`src/rtl/rv32im_mem_arbiter.sv`:
```
//------------------------------------------------------------------------------
// rv32im_mem_arbiter : two-requester (if/ls) single-port RAM arbiter,
// one transaction at a time. Optional macro: ARB_ROUND_ROBIN_EN.
// Revision: 1.0
//------------------------------------------------------------------------------
`default_nettype none

module rv32im_mem_arbiter (
   input  logic        clk,
   input  logic        reset,
   input  logic        if_req_i,
   input  logic        if_we_i,
   input  logic [31:0] if_addr_i,
   input  logic [31:0] if_wdata_i,
   input  logic [3:0]  if_wmask_i,
   output logic        if_gnt_o,
   output logic        if_done_o,
   output logic [31:0] if_rdata_o,
   input  logic        ls_req_i,
   input  logic        ls_we_i,
   input  logic [31:0] ls_addr_i,
   input  logic [31:0] ls_wdata_i,
   input  logic [3:0]  ls_wmask_i,
   output logic        ls_gnt_o,
   output logic        ls_done_o,
   output logic [31:0] ls_rdata_o,
   output logic        mem_en_o,
   output logic        mem_we_o,
   output logic [31:0] mem_addr_o,
   output logic [31:0] mem_wdata_o,
   output logic [3:0]  mem_wmask_o,
   input  logic [31:0] mem_rdata_i,
   output logic        busy_o
);

   typedef enum logic [1:0] {
      ST_IDLE   = 2'd0,
      ST_ACCESS = 2'd1,
      ST_RESP   = 2'd2
   } state_t;

   state_t      state_q, state_d;
   logic        owner_ls_q, owner_ls_d;
   logic        we_q, we_d;
   logic [31:0] addr_q, addr_d;
   logic [31:0] wdata_q, wdata_d;
   logic [3:0]  wmask_q, wmask_d;
   logic [31:0] if_rdata_q, if_rdata_d;
   logic [31:0] ls_rdata_q, ls_rdata_d;
   logic        pick_ls;

`ifdef ARB_ROUND_ROBIN_EN
   logic        prefer_ls_q, prefer_ls_d;

   // On contention the side that did not win last time is favoured.
   always_comb pick_ls = ls_req_i & (~if_req_i | prefer_ls_q);
`else
   always_comb pick_ls = ls_req_i;
`endif

   always_comb begin
      state_d    = state_q;
      owner_ls_d = owner_ls_q;
      we_d       = we_q;
      addr_d     = addr_q;
      wdata_d    = wdata_q;
      wmask_d    = wmask_q;
      if_rdata_d = if_rdata_q;
      ls_rdata_d = ls_rdata_q;
      if_gnt_o   = 1'b0;
      ls_gnt_o   = 1'b0;
      if_done_o  = 1'b0;
      ls_done_o  = 1'b0;
`ifdef ARB_ROUND_ROBIN_EN
      prefer_ls_d = prefer_ls_q;
`endif
      case (state_q)
         ST_IDLE: begin
            if (if_req_i | ls_req_i) begin
               state_d    = ST_ACCESS;
               owner_ls_d = pick_ls;
               we_d       = pick_ls ? ls_we_i    : if_we_i;
               addr_d     = pick_ls ? ls_addr_i  : if_addr_i;
               wdata_d    = pick_ls ? ls_wdata_i : if_wdata_i;
               wmask_d    = pick_ls ? ls_wmask_i : if_wmask_i;
               if_gnt_o   = ~pick_ls;
               ls_gnt_o   = pick_ls;
`ifdef ARB_ROUND_ROBIN_EN
               prefer_ls_d = ~pick_ls;
`endif
            end
         end
         ST_ACCESS: state_d = ST_RESP;
         ST_RESP: begin
            state_d = ST_IDLE;
            if (owner_ls_q) begin
               ls_done_o  = 1'b1;
               ls_rdata_d = mem_rdata_i;
            end else begin
               if_done_o  = 1'b1;
               if_rdata_d = mem_rdata_i;
            end
         end
         default: state_d = ST_IDLE;
      endcase
      // A cycle with reset high neither grants nor completes anything.
      if (reset) begin
         if_gnt_o  = 1'b0;
         ls_gnt_o  = 1'b0;
         if_done_o = 1'b0;
         ls_done_o = 1'b0;
      end
   end

   always_ff @(posedge clk) begin
      if (reset) begin
         state_q    <= ST_IDLE;
         owner_ls_q <= 1'b0;
         we_q       <= 1'b0;
         addr_q     <= 32'd0;
         wdata_q    <= 32'd0;
         wmask_q    <= 4'd0;
         if_rdata_q <= 32'd0;
         ls_rdata_q <= 32'd0;
`ifdef ARB_ROUND_ROBIN_EN
         prefer_ls_q <= 1'b0;
`endif
      end else begin
         state_q    <= state_d;
         owner_ls_q <= owner_ls_d;
         we_q       <= we_d;
         addr_q     <= addr_d;
         wdata_q    <= wdata_d;
         wmask_q    <= wmask_d;
         if_rdata_q <= if_rdata_d;
         ls_rdata_q <= ls_rdata_d;
`ifdef ARB_ROUND_ROBIN_EN
         prefer_ls_q <= prefer_ls_d;
`endif
      end
   end

   // Read data is visible in the completion cycle itself, then held.
   assign if_rdata_o  = if_rdata_d;
   assign ls_rdata_o  = ls_rdata_d;
   assign mem_en_o    = (state_q == ST_ACCESS);
   assign mem_we_o    = mem_en_o & we_q;
   assign mem_addr_o  = addr_q;
   assign mem_wdata_o = wdata_q;
   assign mem_wmask_o = mem_we_o ? wmask_q : 4'b0000;
   assign busy_o      = (state_q != ST_IDLE);

endmodule

`default_nettype wire

```
`config.mk`:
```
export PLATFORM = sky130hd
export DESIGN_NAME = rv32im_mem_arbiter
export DESIGN_NICKNAME = d
export VERILOG_FILES = /design/src/rtl/rv32im_mem_arbiter.sv
export SDC_FILE = /design/constraint.sdc
export NUM_CORES = 1
export LEC_CHECK = 0
export BUFFER_PORTS_ARGS = -buffer_cell sky130_fd_sc_hd__buf_2
export CAP_MARGIN = 20
export CORE_AREA = 2 2 120 122
export CTS_CLUSTER_DIAMETER = 40
export CTS_CLUSTER_SIZE = 20
export DETAILED_ROUTE_END_ITERATION = 10
export DIE_AREA = 0 0 122 124
export PLACE_DENSITY = 0.8
export SLEW_MARGIN = 20
export SYNTH_ARGS = -nofsm -noshare
export SYNTH_HDL_FRONTEND = slang
export SYNTH_SLANG_ARGS = --single-unit
```
`constraint.sdc`:
```
create_clock -name clk -period 2 [get_ports clk]
set_input_delay 0 -clock clk [delete_from_list [all_inputs] [get_ports clk]]
set_output_delay 0 -clock clk [all_outputs]
set_load 0.01 [all_outputs]
```
==> Word level (Yosys, flattened, before mapping) <==
Index checks and enable logic that the tools add are counted.
{ "word_totals": {"regBits": 136, "out_inout_bits": 139, "word_cells": 40} }
{ "classes": {"eq_ne": 3, "n_mux": 23, "bitwise_logic": 3, "reduce_logical": 3} }
{ "ops": {"columns": ["op", "n"], "rows": [
  ["two-way mux 32 bit", 6],
  ["two-way mux 1 bit", 13],
  ["two-way mux 4 bit", 2],
  ["case mux 2 bit (2 select lines)", 1],
  ["equality test 2 x 1 -> 1 bit (second input constant)", 1],
  ["equality test 2 bit (second input constant)", 1],
  ["logical NOT 2 bit", 1],
  ["two-way mux 2 bit", 1],
  ["!= test 2 bit (second input constant)", 1],
  ["AND reduction 2 bit", 1],
  ["nonzero test 2 bit", 1],
  ["AND 1 bit", 1],
  ["inverter 1 bit", 1],
  ["OR 1 bit", 1]
]} }

==> Longest topological paths before layout <==
{ "logic_depth": {"word_depth": 4, "mapped_depth": 6, "mapped_depth_nobuf": 4} }

==> Least setup slack after synthesis <==
No wires, ideal clock.
{ "synth_path": {"path_type": "reg2reg", "startpoint": "register state_q[1]", "endpoint": "register if_rdata_q[11]", "arrival_ps": 1377, "required_time_ps": 1872, "slack_ps": 495, "stages_incl_launch_ff": 5, "synth_period_minus_slack_ps": 1505, "cell_sequence": "dfxtp_1 > nor3b_4 > buf_4 > mux2_1 > nor2b_1"} }
{ "synth_between": {"elab_chain_len": 2} }
{ "synth_rtl": {"columns": ["item", "line_no", "source"], "rows": [
  ["start: declaration", "42", "state_t state_q, state_d;"],
  ["start signal: assignment", "129", "state_q <= state_d;"],
  ["equality test 2 bit", "77", "case (state_q)"],
  ["two-way mux 32 bit", "77", null],
  ["net if_rdata_o[11]", "18", "output logic [31:0] if_rdata_o,"],
  ["end signal: assignment", "135", "if_rdata_q <= if_rdata_d;"],
  ["end: declaration", "48", "logic [31:0] if_rdata_q, if_rdata_d;"]
]} }
The timed path passes the listed nets, and every way through them passes these cells.
A chain may end at the register's enable or synchronous reset.

==> Worst setup path in the final report <==
{ "layout_path": {"startpoint": "input ls_req_i", "endpoint": "register wdata_q[28] (netlist: mem_wdata_o[28])"} }
{ "layout_between": {"elab_chain_len": 2, "elab_cells_between_ends": 3, "classes_between": "mux (1); bitwise (1); reduce/logical (1)"} }
{ "layout_rtl": {"columns": ["item", "line_no", "source"], "rows": [
  ["start: declaration", "19", "input logic ls_req_i,"],
  ["OR 1 bit", "79", "if (if_req_i | ls_req_i) begin"],
  ["AND reduction 2 bit (no line)", null, null],
  ["end signal: assignment", "133", "wdata_q <= wdata_d;"],
  ["end: declaration", "46", "logic [31:0] wdata_q, wdata_d;"]
]} }
Parallel ways exist; a longest one is shown, timed or not.

==> results.yml <==
outcome:
  status: "finished clean"
detailed_routing:
  via_per_inst: 5.237
  finalWirelength_um: 21700
  firstDrtPassIters: 5
  wire_per_inst_um: 18.15
  drc: 0
  num_vias: 6264
  ant_nets: 0
  first_iter_violations: 464
timing:
  tightest_slew_ns: 0.6331
  hold_viol: 0
  timing.final.crit_share_pct: 97.03
  finalClockSkew_ns: 0.008053
  setup-tns-final_ns: 0
  slew_violations: 0
  rsz0062_at_grt: "no"
  setup_violations: 0
  fmax_mhz: 515.3
  slew_headroom_pct: 57.79
  period_needed_ns: 1.941
global_routing:
  grt_overflow: 0
  track_usage_pct: 27.82
  antenna_found_initial: 0
  grt_max_degree: 70
  grt_pass1_vias: 6357
  grt_first_pass_wirelength_um: 32520
clocking:
  cts_buffers: 17
  clkSlewWorstSetupHoldPaths_ns: 0.06
  clk_root_buffer_cell: "clkbuf_16"
  clkLatencyLatePin_ns: 0.41
  ctsHtreeMaxLevel: 4
  postCtsSetupBuffers: 0
  clockBufferDepth: 2
  clock_sinks: 136
  cts_repair_resize_count: 0
  cts_tree: "built"
  cts_hold_buf: 168
placed_design:
  placed_cell_area_um2: 7511
  numPortBuffers: 312
  hpwl_um: 11700
  gp_routability_congestion: 0.7692
logic_synthesis:
  yosys_most_used_dff: "dfxtp_1"
  synthAdderAreaFrac_pct: 0
  netlist_area_um2: 5767
  muxShareOfSynthArea_pct: 24.47
  yosysMostFrequentCell: "dfxtp_1"
  yosysSeqAreaShare_pct: 47.21
  syn_nets: 718
  synth.avg_cell_area_um2: 10.60
  ys_types: 23
  synth_edf_count: 0
  async_flop_share_pct: 0
  synth_xor_area_share_pct: 0
  yosys.area.top_type: "dfxtp_1"
  yosys.area_share.simple_pct: 9.156
  synth_compound_area_share_pct: 15.14
  synth_top_family_by_area: "multiplexers"
  synth_top_area_share_pct: 47.21
  synthTopCellsByArea: "dfxtp_1, mux2i_1, mux2_2"
  ys_warn_count: 0
  ys_ff_latch: 136
  synth_cells: 544
  yosys-top-cells-count: "dfxtp_1, a21oi_1, a211oi_1, mux2i_1, nor2b_1"
min_path:
  hold_path.class: "in2reg"
power:
  p_comb_share_pct: 18.8
  swShare_pct: 24.43
  clockPowerShare_pct: 45.6
  power_density_nw_per_um2: 852.3
  p_int_mw: 6.388
  p_seq_share_pct: 35.6
  power.leakage_nw: 4.830
  vdd_ir_drop_max_uv: 581.7
  p_sw_mw: 2.065
floorplanning:
  die_h_um: 124
  die-area_um2: 15130
  die_x_um: 122
  fp.coreArea_um2: 13720
  fp-row-count: 43
  ios: 313
  initial_core_util_pct: 42.03
finish:
  syn_to_final_growth_pct: 71.99
  drive_gt1_share_pct: 41.08
  final_area_um2: 9918
  nNetsFinal: 1177
worst_setup_path:
  crit_slowest_cell: "dlygate4sd3_1"
  start_kind: "input pin"
  cp-startpoint: "ls_req_i"
  crit_end: "mem_wdata_o[28]$_SDFFE_PP0P_"
  required_ns: 2.28
  regToRegSetupSlack_ns: 0.42
  crit_fanout: 23
  worstRegToRegCells: 4
  end_kind: "register"
  slowest_delay_ns: 0.60
  cp_data_arrival_time_ns: 2.22
  crit_chain: "dlygate4sd3_1 -> buf_4 -> buf_4 -> mux2i_1 -> dlygate4sd3_1 -> a211oi_1"
  crit-reg2reg-launch: "state_q[1]$_SDFFE_PP0P_"
  reg2reg_to: "if_rdata_q[8]$_SDFF_PP0_"
  worst-setup-path-type: "in2reg"
run:
  max-cap-violations: 0
==> through the flow <==
stage / utilization, % / hold WS [ns] / instances / total power, mW / setup slack, ns
floorplan: - / 0.1493 / 544 / 3.729 / 0.4950
global placement: 54.75 / 0.3289 / 996 / 4.247 / 0.4989
detailed placement: 54.75 / 0.3353 / 996 / 4.276 / 0.4499
CTS: 72.28 / 0.001548 / 1195 / 8.421 / 0.1201
global route: 72.28 / 0.02599 / 1195 / 8.757 / 0.005195
finish: 72.29 / 0.04785 / 1196 / 8.453 / 0.05947
==> sequential cells by signal (all words and copies together) (netlist names) <==
register and flops:
wmask_q 4, mem_addr_o 32, mem_wdata_o 32, ls_rdata_q 32, state_q 2, we_q 1
if_rdata_q 32, owner_ls_q 1
==> critical path: cells and delay by family <==
kind / cells / cell delay [ns]
buf+inv: 4 / 1.85
mux: 1 / 0.27
compound gates: 1 / 0.07
==> worst min path at each step <==
| stage | cells past startpoint | end | from |
|---|---|---|---|
| after CTS | 3 | mem_addr_o[3]$_SDFFE_PP0P_ | ls_addr_i[3] |
| after global routing | 3 | mem_addr_o[27]$_SDFFE_PP0P_ | if_addr_i[27] |
| after floorplan | 1 | if_gnt_o | if_req_i |
| final | 3 | mem_addr_o[3]$_SDFFE_PP0P_ | if_addr_i[3] |
| after detailed placement | 3 | if_rdata_o[12] | mem_rdata_i[12] |
| after global placement | 3 | if_rdata_o[12] | mem_rdata_i[12] |
==> kinds of logic (layout without fill, tap and decap cells) <==
| kind of cell | count (synthesis) | in the layout |
|---|---|---|
| AO/OA/AOI/OAI | 140 | 140 |
| buffers and inverters | 52 | 523 |
| multiplexers | 133 | 133 |
| other | 0 | 1 |
| AND/OR/NAND/NOR | 83 | 83 |
| flip-flops | 136 | 136 |
==> cell usage in the layout (no fill, tap or decap), drive strengths merged, types with 8 or more instances in the layout <==
| master | netlist | final |
|---|---|---|
| a211oi | 69 | 69 |
| a21oi | 70 | 70 |
| buf | 23 | 323 |
| bufinv | 0 | 8 |
| clkbuf | 28 | 20 |
| dfxtp | 136 | 136 |
| dlygate4sd3 | 0 | 168 |
| mux2 | 64 | 64 |
| mux2i | 69 | 69 |
| nor2b | 67 | 67 |
==> power by group through the flow <==
stage	combinational (mW)	sequential (mW)	clock [mW]
3_5_place_dp	1.22	3.05	0
5_1_grt	1.70	3.03	4.03
6_report	1.59	3.01	3.85
4_1_cts	1.52	3.00	3.90
2_1_floorplan	0.610	3.12	0
3_3_place_gp	1.20	3.05	0
==> area by class of cell <==
cell class                      instances  area (um^2)
Fill cell                             896         3801
Tap cell                              180        225.2
Antenna cell                            1        2.502
Clock buffer                           20        456.7
Clock inverter                         11        266.5
Inverter                                1        3.754
Timing Repair Buffer                  491         3418
Sequential cell                       136         2723
Multi-Input combinational cell        356         2823
==> metal layers <==
| metal | vias to the layer above | share of wire [%] | GRT usage [%] |
|---|---|---|---|
| met4 | 0 | 3.6 | 14.15 |
| met3 | 69 | 8.1 | 7.326 |
| met5 | - | 0 | 0 |
| met1 | 2940 | 37 | 30.51 |
| met2 | 359 | 51 | 49.58 |
| li1 | 2896 | - | - |
(Power assumes the default switching activity.)
